### src/rtl/dmem_arb_pkg.sv
// Shared definitions for the data-memory arbiter: FSM state encoding and
// the owner identifiers used for the grant and round-robin history.
package dmem_arb_pkg;

    typedef enum logic [1:0] {
        ST_IDLE  = 2'd0,
        ST_ISSUE = 2'd1,
        ST_RESP  = 2'd2
    } arb_state_t;

    localparam logic OWNER_CPU  = 1'b0;
    localparam logic OWNER_HOST = 1'b1;

endpackage

### src/rtl/dmem_arb_pick.sv
// Combinational winner selection between the CPU and host-loader ports.
// On a tie the port that did not win last time is chosen; a caller that
// wants fixed priority simply ties last_owner to OWNER_HOST.
module dmem_arb_pick
    import dmem_arb_pkg::*;
(
    input  logic c_req,
    input  logic h_req,
    input  logic last_owner,
    output logic winner
);

    // Lone requester wins outright; a tie goes to the other-than-last port.
    always_comb begin
        winner = OWNER_CPU;
        if (c_req && h_req) begin
            winner = ~last_owner;
        end else if (h_req) begin
            winner = OWNER_HOST;
        end
    end

endmodule

### src/rtl/dmem_arbiter.sv
// Two-port arbiter in front of a synchronous data memory.
// One access takes IDLE -> ISSUE -> RESP; done is registered on leaving
// RESP, so it is visible during the following IDLE cycle, in which the
// requester may drop or keep req for its next access.
// Optional macro DMEM_ARB_RR_EN: round-robin tie-break via a last_owner
// register; without it the CPU always wins ties.
module dmem_arbiter
    import dmem_arb_pkg::*;
#(
    parameter int ADDR_W = 12,
    parameter int DATA_W = 32
) (
    input  logic              clock,
    input  logic              reset,
    input  logic              c_req,
    input  logic              c_we,
    input  logic [ADDR_W-1:0] c_addr,
    input  logic [DATA_W-1:0] c_wdata,
    output logic              c_done,
    output logic [DATA_W-1:0] c_rdata,
    input  logic              h_req,
    input  logic              h_we,
    input  logic [ADDR_W-1:0] h_addr,
    input  logic [DATA_W-1:0] h_wdata,
    output logic              h_done,
    output logic [DATA_W-1:0] h_rdata,
    output logic [ADDR_W-1:0] mem_address,
    output logic [DATA_W-1:0] mem_data,
    output logic              mem_wren,
    input  logic [DATA_W-1:0] mem_q
);

    arb_state_t r_state;
    logic       r_owner;
    logic       r_we;
    logic       w_winner;
    logic       w_last_owner;
    logic       w_any_req;

    assign w_any_req = c_req | h_req;

`ifdef DMEM_ARB_RR_EN
    logic r_last_owner;
    assign w_last_owner = r_last_owner;

    // Grant history: HOST after reset so the first tie goes to the CPU.
    always_ff @(posedge clock or posedge reset) begin
        if (reset) begin
            r_last_owner <= OWNER_HOST;
        end else if (r_state == ST_IDLE && w_any_req) begin
            r_last_owner <= w_winner;
        end
    end
`else
    // Fixed history of HOST makes every tie resolve to the CPU.
    assign w_last_owner = OWNER_HOST;
`endif

    dmem_arb_pick u_pick (
        .c_req      (c_req),
        .h_req      (h_req),
        .last_owner (w_last_owner),
        .winner     (w_winner)
    );

    // Access FSM; all memory-side and response outputs are registered.
    always_ff @(posedge clock or posedge reset) begin
        if (reset) begin
            r_state     <= ST_IDLE;
            r_owner     <= OWNER_CPU;
            r_we        <= 1'b0;
            mem_address <= '0;
            mem_data    <= '0;
            mem_wren    <= 1'b0;
            c_done      <= 1'b0;
            h_done      <= 1'b0;
            c_rdata     <= '0;
            h_rdata     <= '0;
        end else begin
            mem_wren <= 1'b0;
            c_done   <= 1'b0;
            h_done   <= 1'b0;
            c_rdata  <= '0;
            h_rdata  <= '0;
            case (r_state)
                ST_IDLE: begin
                    if (w_any_req) begin
                        r_owner     <= w_winner;
                        r_we        <= (w_winner == OWNER_HOST) ? h_we    : c_we;
                        mem_address <= (w_winner == OWNER_HOST) ? h_addr  : c_addr;
                        mem_data    <= (w_winner == OWNER_HOST) ? h_wdata : c_wdata;
                        mem_wren    <= (w_winner == OWNER_HOST) ? h_we    : c_we;
                        r_state     <= ST_ISSUE;
                    end
                end
                ST_ISSUE: begin
                    // Memory samples the address at the end of this cycle.
                    r_state <= ST_RESP;
                end
                ST_RESP: begin
                    // mem_q now holds the word read in ISSUE.
                    r_state <= ST_IDLE;
                    if (r_owner == OWNER_HOST) begin
                        h_done <= 1'b1;
                        if (!r_we) h_rdata <= mem_q;
                    end else begin
                        c_done <= 1'b1;
                        if (!r_we) c_rdata <= mem_q;
                    end
                end
                default: r_state <= ST_IDLE;
            endcase
        end
    end

endmodule

### config.mk
export PLATFORM = sky130hd
export DESIGN_NAME = dmem_arbiter
export DESIGN_NICKNAME = d
export VERILOG_FILES = /design/src/rtl/dmem_arb_pkg.sv /design/src/rtl/dmem_arb_pick.sv /design/src/rtl/dmem_arbiter.sv
export SDC_FILE = /design/constraint.sdc
export NUM_CORES = 1
export LEC_CHECK = 0
export ABC_AREA = 1
export CAP_MARGIN = 10
export CORE_MARGIN = 2
export CORE_UTILIZATION = 27
export DETAILED_ROUTE_END_ITERATION = 10
export GPL_TIMING_DRIVEN = 0
export SLEW_MARGIN = 20
export SYNTH_ARGS = -nofsm -noshare
export SYNTH_HDL_FRONTEND = slang
export SYNTH_HIERARCHICAL = 1
export SYNTH_SLANG_ARGS = --single-unit
### constraint.sdc
create_clock -name clock -period 3.6 [get_ports clock]
set_clock_uncertainty 0.1 [all_clocks]
set_input_delay 0.72 -clock clock [delete_from_list [all_inputs] [get_ports clock]]
set_output_delay 0.72 -clock clock [all_outputs]
set_load 0.02 [all_outputs]
Word-level counts from Yosys, hierarchy flattened
Cells that the tools add are included.
- flip-flop bits (word level): 115
- input port bits: 126
- output and inout port bits: 111
- eq/ne operators: 3
- mux-type cells: 18
- bitwise operators: 1
- reduce and logical (&&, ||, !) cells: 3
- operators by type and width (kind ; count):
    32-bit 2-to-1 mux ; 6
    12-bit 2-to-1 mux ; 1
    1-bit 2-to-1 mux ; 9
    2-bit case mux with 2 select lines ; 1
    2-bit by 1-bit equality test with 1-bit output, second input constant ; 1
    2-bit equality test, second input constant ; 1
    2-bit logical NOT ; 1
    2-bit 2-to-1 mux ; 1
    2-bit inequality test, second input constant ; 1
    2-bit AND reduction ; 1
    1-bit logical AND ; 1
    1-bit bitwise OR ; 1

Logic depth before layout (Yosys ltp)
Gate-level depths: netlist of the first run.
- depth after elaboration: 5
- depth in mapped cells: 8

Modules after synthesis
The synthesis of the first run kept the hierarchy.
- modules (own cells, without submodules) (module ; times used ; cells an instance ; area each (sq um) ; sequential area each (sq um)):
    dmem_arbiter ; 1 ; 532 ; 4560.6 ; 2877.8
    dmem_arb_pick ; 1 ; 2 ; 12.5 ; 0.0

Worst setup path after synthesis of the first run
No wires, ideal clock.
- path type: input to register
- from: input h_req
- to: register mem_data[10]
- library setup time: 0.065 ns
- data arrival time: 1.406 ns
- required time: 3.435 ns
- setup slack: 2.030 ns
- stages: 8
- path buffers: 2
- cells stage by stage: inv_1 > a21oi_2 > buf_4 > buf_2 > nand2_1 > nand2_1 > nand2_1 > nand2_1
- cells in the longest elaborated chain, start to end: 3
- RTL lines (item ; line ; text):
    start: declaration ; dmem_arbiter.sv:21 ; input logic h_req,
    1-bit 2-to-1 mux or 1-bit logical AND (tied branches) ; dmem_arb_pick.sv:18, dmem_arb_pick.sv:16 ;
    1-bit 2-to-1 mux (*) ; dmem_arb_pick.sv:16 ; if (c_req && h_req) begin
    via w_winner ; dmem_arbiter.sv:36 ; logic w_winner;
    32-bit 2-to-1 mux (*) ; dmem_arbiter.sv:91 ; mem_data <= (w_winner == OWNER_HOST) ? h_wdata : c_wdata;
    end signal: assignment ; dmem_arbiter.sv:91 ;
    end: declaration ; dmem_arbiter.sv:28 ; output logic [DATA_W-1:0] mem_data,
The timed path passes the listed nets; every way through them passes the cells marked *.
A chain may end at the register's enable or synchronous reset.

Final worst setup path of the first run
- from: register mem_address[3]
- to: output mem_address[3]
- RTL lines (item ; line ; text):
    start: declaration ; dmem_arbiter.sv:27 ; output logic [ADDR_W-1:0] mem_address,
    start signal: assignment ; dmem_arbiter.sv:90 ; mem_address <= (w_winner == OWNER_HOST) ? h_addr : c_addr;
No word-level cell between the ends.

==> summary.txt, run 1 <==
STA
  – Final period util: 61.7%
  – Period minus WS final: 2.22 ns
  – Unrepaired setup endpoints after global routing: no
  – Setup Viol. Count Final: 0
  – Worst slew pin tran: 0.659 ns
  – Final hold vios: 0
  – Slew Viols, Final: 0
  – Relative slew margins: 56.0%
  – Setup TNS Final: 0 ns
  – F_max: 0.450 GHz

Worst setup path
  – Crit path cell chain: clkdlybuf4s50_1
  – Setup crit end: mem_address[3]
  – Crit path max-delay family: buffers and inverters
  – Reg2Reg Depth: 4
  – Slowest cell on crit path: clkdlybuf4s50_1
  – Worst path depth: 1
  – Buf/Inv on CP: 1
  – CP max FO: 2
  – R2r setup slk: 2.20 ns
  – Worst r2r src: r_we
  – Slowest cell delay on critical path: 0.65 ns
  – Reg-to-Reg End: h_rdata[20]
  – Crit path required time: 2.78 ns
  – CP Class: flop to output port
  – CP Capture Type: output port
  – Setup crit start: mem_address[3]
  – Startpoint Class: flop
  – CP arrival: 1.40 ns

CTS
  – Clk pin slew, worst setup/hold paths: 0.06 ns
  – Post-CTS setup buffers: 0
  – CTS Buffer Depth: 2
  – Worst-Skew Late Latency: 0.41 ns
  – Post-cts resize count: 0
  – CTS tree: done
  – CTS Buf Count: 17
  – CTS root buf: clkbuf_16
  – H-tree lvl count: 4
  – Clock sink count: 115
  – Cts hold-fix bufs: 0

Detailed routing
  – ANT nets after route: 0
  – Vias post-DR: 4149
  – Initial DRC count: 142
  – DRT Wirelength: 13500 um
  – DRT Pass-1 Iters: 4
  – Residual DRC: 0
  – Wire per inst: 13.2 um
  – DR vias/cell: 4.05

Worst hold path
  – HP Class: flop to flop
  – Hold path depth: 1

Power
  – Power Dens Cells: 731 mW/mm^2
  – VDD IR max: 333 uV
  – Leak pwr: 3.91 nW
  – Total power: 5.77 mW

Final layout
  – Area grow syn2layout: 72.6%
  – N_diodes: 0
  – Share of layout cells above drive strength 1: 9.32%
  – Final Cell Area: 0.00790 mm^2
  – NumNets Final: 918

Placement
  – DP Area: 0.00727 mm^2
  – Detail Placement HPWL: 9930 um
  – Number of port buffers: 236
  – GP Congestion: 0.767

Yosys
  – Synth unique cells: 16
  – Post-synth top area cell: dfrtp_1
  – Syn_area_per_cell: 8.56 um^2
  – Synth area leaders: dfrtp_1 63%, nand2_1 25%, nor2_1 5.5%
  – Mapped cell area: 0.00457 mm^2
  – Top-area cell type share of the netlist area: 62.9%
  – Yosys reg bits: 115
  – Sequential fraction of the synthesis area: 62.9%
  – Cells after synthesis: 534
  – Ys Warns: 6
  – Post-synth net total: 660

Global routing
  – Largest net degree at the start of global routing: 34
  – Antenna violations before repair: 0
  – Vias in the first global route: 4346
  – Global-route wire length before repair: 22300 um
  – Total Routing Usage GR: 16.0%
  – Gr ovfl total: 0

Die
  – # IOs: 237
  – Die X-Extent: 134 um
  – Die height: 134 um
  – Core Area: 0.0166 mm^2
  – Initial core utilization: 27.6%
  – Die area: 0.0180 mm^2
  – Rows: 47

Run status
  – Status: finished, final reports clean

Run
  – Max-Cap Viols: 0
==> cells in the mapped netlist (all sizes together) <==
master	count
nand2	309
buf	24
dfrtp	115
inv	12
nor2	69
clkbuf	2
a21oi	1
nand3	1
conb	1
==> metrics by stage <==
step           std cells  util (%)  setup WS [ns]  hold WS [ns]
3_5_place_dp         993      43.9           1.30         0.364
2_1_floorplan        534         -           1.38         0.342
6_report            1025      47.6           1.38         0.367
4_1_cts             1025      47.6           1.34         0.374
3_3_place_gp         990      43.5          0.209         0.361
5_1_grt             1025      47.6           1.31         0.402
==> kinds of logic after synthesis <==
| logic type | Yosys count | synth area share, % |
|---|---|---|
| buffers and inverters | 38 | 4.95 |
| AO/OA/AOI/OAI | 1 | 0.192 |
| AND/OR/NAND/NOR | 379 | 31.8 |
| other | 1 | 0.0820 |
| flip-flops | 115 | 62.9 |
==> sequential cells by signal, indices dropped and copies added (netlist names) <==
| signal | flops |
|---|---|
| c_done | 1 |
| c_rdata | 32 |
| h_done | 1 |
| h_rdata | 32 |
| mem_address | 12 |
| mem_data | 32 |
| mem_wren | 1 |
| r_owner | 1 |
| r_state | 2 |
| r_we | 1 |
==> worst min path at each step <==
stage | from | end | slack [ns]
final | r_state[1] | r_state[1] | 0.37
after CTS | r_state[1] | r_state[1] | 0.37
after global routing | r_state[1] | r_state[1] | 0.40
after global placement | r_state[1] | r_state[1] | 0.36
after detailed placement | mem_data[12] | mem_data[12] | 0.36
after floorplan | r_state[1] | r_state[1] | 0.34
==> layer usage <==
layer	share of wire (%)	GRT usage, %	up-vias
met1	43	19.4	1859
met4	1.6	6.02	0
li1	-	-	2110
met2	47	25.9	162
met3	8.6	6.27	18
met5	0	0	-
==> worst reg2reg max path: stages (launching register included) <==
cell and delay, ns:
dfrtp_1 0.38, inv_1 0.14, clkbuf_1 0.41, nand2_1 0.16, nor2_1 0.15
==> cells in the final DEF (no fill, tap or decap), drive strengths merged <==
| master | netlist | routed |
|---|---|---|
| conb | 1 | 1 |
| clkinvlp | 0 | 3 |
| clkinv | 0 | 2 |
| nor2 | 69 | 69 |
| clkdlybuf4s50 | 0 | 236 |
| a21oi | 1 | 1 |
| nand3 | 1 | 1 |
| clkbuf | 2 | 19 |
| bufinv | 0 | 3 |
| nand2 | 309 | 309 |
| buf | 24 | 27 |
| inv | 12 | 19 |
| dfrtp | 115 | 115 |
==> power breakdown <==
group	total, mW	internal (mW)	switching [mW]
Clock	1.77	1.11	0.660
Combinational	2.19	0.965	1.23
Sequential	1.80	1.64	0.163
Total	5.77	3.72	2.05
==> layout make-up <==
| type | instances | area [um^2] |
|---|---|---|
| sequential | 115 | 2880 |
| tap | 220 | 275 |
| buffer | 26 | 181 |
| fill | 1643 | 8690 |
| clock inverter | 15 | 195 |
| clock buffer | 17 | 425 |
| inverter | 12 | 48.8 |
| multi-input combinational | 381 | 1470 |
| timing repair buffer | 239 | 2420 |
No activity file was read; power rests on OpenSTA's default activity.
==> inputs of run 2 (changes only) <==
==> constraint.sdc (replaced) <==
create_clock -name clock -period 2.2 [get_ports clock]
set_clock_uncertainty 0.1 [all_clocks]
set_input_delay 0.44 -clock clock [delete_from_list [all_inputs] [get_ports clock]]
set_output_delay 0.44 -clock clock [all_outputs]
set_load 0.02 [all_outputs]
==> results of run 2 <==
The final DEF is identical to that of run 1. Status: finished, final reports clean.
Among the figures that moved: setup slack after placement 1.30 ns -> 0.182 ns; setup slack after layout 1.38 ns -> 0.258 ns; register-to-register setup slack 2.20 ns -> 0.80 ns; total power 5.77 mW -> 9.44 mW; worst IR drop on VDD 333 uV -> 545 uV
==> inputs of run 3 (changes only) <==
--- a/config.mk
+++ b/config.mk
@@ -10,7 +10,6 @@
 export CORE_MARGIN = 2
 export CORE_UTILIZATION = 27
 export DETAILED_ROUTE_END_ITERATION = 10
-export GPL_TIMING_DRIVEN = 0
 export SLEW_MARGIN = 20
 export SYNTH_ARGS = -nofsm -noshare
 export SYNTH_HDL_FRONTEND = slang
==> summary.txt, run 3 (synthesis gave the netlist of run 1 again) <==
STA
  – Worst slew pin tran: 0.773 ns
  – Unrepaired setup endpoints after global routing: no
  – F_max: 0.515 GHz
  – Final period util: 88.3%
  – Setup Viol. Count Final: 0
  – Relative slew margins: 48.4%
  – Final worst slack: 0.258 ns
  – Slew Viols, Final: 0
  – Final hold vios: 0
  – Period minus WS final: 1.94 ns
  – Setup TNS Final: 0 ns

Run status
  – Status: finished, final reports clean

Placement
  – GP Congestion: 0.746
  – DP Cell Count: 975
  – Detail Placement HPWL: 9070 um
  – Dpl ws: 0.0500 ns
  – Number of port buffers: 236

Run
  – Max-Cap Viols: 0

Global routing
  – Antenna violations before repair: 0
  – Global-route wire length before repair: 21400 um
  – Gr ovfl total: 0
  – Met1 GRT Util: 19.5%
  – Largest net degree at the start of global routing: 69
  – Vias in the first global route: 4104
  – Met2 Use GR: 24.2%
  – Top Usage Layer GRT: met2
  – Total Routing Usage GR: 15.4%
  – Met3 Usage GRT: 5.82%

Worst setup path
  – R2r setup slk: 0.80 ns
  – Reg2Reg Depth: 4
  – CP max FO: 2
  – Startpoint Class: flop
  – Slowest cell on crit path: clkdlybuf4s50_1
  – Buf/Inv on CP: 1
  – CP Capture Type: output port
  – Slowest cell delay on critical path: 0.64 ns
  – Reg-to-Reg End: c_rdata[25]
  – Worst r2r src: r_state[0]
  – CP Class: flop to output port
  – Crit path cell chain: clkdlybuf4s50_1
  – Crit path max-delay family: buffers and inverters
  – CP arrival: 1.40 ns
  – Crit path required time: 1.66 ns

Detailed routing
  – ANT nets after route: 0
  – DRT Wirelength: 13100 um
  – Wire per inst: 13.0 um
  – Residual DRC: 0
  – Initial DRC count: 146
  – DRT Pass-1 Iters: 4
  – DR vias/cell: 4.10
  – Vias post-DR: 4126

Die
  – Die X-Extent: 134 um
  – Rows: 47
  – Die height: 134 um
  – Die area: 0.0180 mm^2
  – Initial core utilization: 27.6%
  – # IOs: 237
  – Core Area: 0.0166 mm^2

Worst hold path
  – HP Class: flop to flop
  – Hold EP: r_state[1]
  – Hold path depth: 1
  – Min-delay src: r_state[1]

Power
  – VDD IR max: 500 uV
  – Leak pwr: 3.87 nW
  – Power Dens Cells: 1220 mW/mm^2

CTS
  – CTS root buf: clkbuf_16
  – CTS tree: done
  – Clock sink count: 115
  – Post-CTS setup buffers: 0
  – CTS Buf Count: 17
  – Cts hold-fix bufs: 0
  – CTS Buffer Depth: 2
  – Worst-Skew Late Latency: 0.40 ns
  – Clk pin slew, worst setup/hold paths: 0.06 ns
  – Post-cts resize count: 0
  – H-tree lvl count: 4

Final layout
  – N_diodes: 0
  – Regs by FF count: c_rdata (32), h_rdata (32), mem_data (32)
  – Fill cells: 1670
  – Area grow syn2layout: 71.4%
  – NumNets Final: 900
  – Most common cell after layout, fill and taps aside: nand2_1
  – Reg area: 0.00288 mm^2
  – Area of the multi-input gates: 0.00148 mm^2
  – Post-layout util: 47.3%
  – Share of layout cells above drive strength 1: 7.12%
  – Most frequent cells in the layout: 300 x nand2_1, 236 x clkdlybuf4s50_1, 115 x dfrtp_1, 67 x nor2_1, 17 x clkbuf_16
  – Non-filler cells, final: 1007
run 3: cell types whose count changed in the layout (fill, tap and decap cells not counted), sizes merged:
cell | before | now
buf | 27 | 11
bufinv | 3 | 5
clkbuf | 19 | 24
clkinvlp | 3 | 2
inv | 19 | 11
run 3: worst max-delay path by stage:
stage / from / to / slack, ns / cells past startpoint
6_report: mem_data[4] / mem_data[4] / 0.26 / 1
5_1_grt: mem_data[11] / mem_data[11] / 0.20 / 1
4_1_cts: mem_data[4] / mem_data[4] / 0.23 / 1
3_5_place_dp: c_req / mem_data[2] / 0.05 / 7
3_3_place_gp: c_req / r_we / 0.07 / 7
2_1_floorplan: reset / c_done / 0.26 / 1
run 3: power by group:
| group | switching (mW) | internal [mW] | total (mW) |
|---|---|---|---|
| clock | 0.935 | 2.13 | 3.07 |
| sequential | 0.272 | 2.69 | 2.96 |
| combinational | 1.97 | 1.52 | 3.50 |
run 3: final cells by class:
class,count,area share (%)
inverter,12,0.623
sequential,115,36.7
clock inverter,8,2.19
clock buffer,24,6.27
multi-input combinational,381,18.8
timing repair buffer,247,31.8
tap,220,3.51
run 3: per-stage QoR:
| step | hold WS, ns | total power [mW] | area, um^2 |
|---|---|---|---|
| 6_report | 0.361 | 9.52 | 7840 |
| 5_1_grt | 0.394 | 10.1 | 7840 |
| 4_1_cts | 0.364 | 9.67 | 7840 |
| 3_5_place_dp | 0.357 | 6.53 | 7170 |
| 3_3_place_gp | 0.354 | 6.53 | 7170 |
| 2_1_floorplan | 0.342 | 4.84 | 4580 |
run 3: routing by layer:
layer	share of wire (%)	up-vias
met5	0	-
met2	47	162
met1	43	1876
li1	-	2073
met4	1.6	0
met3	8.3	15
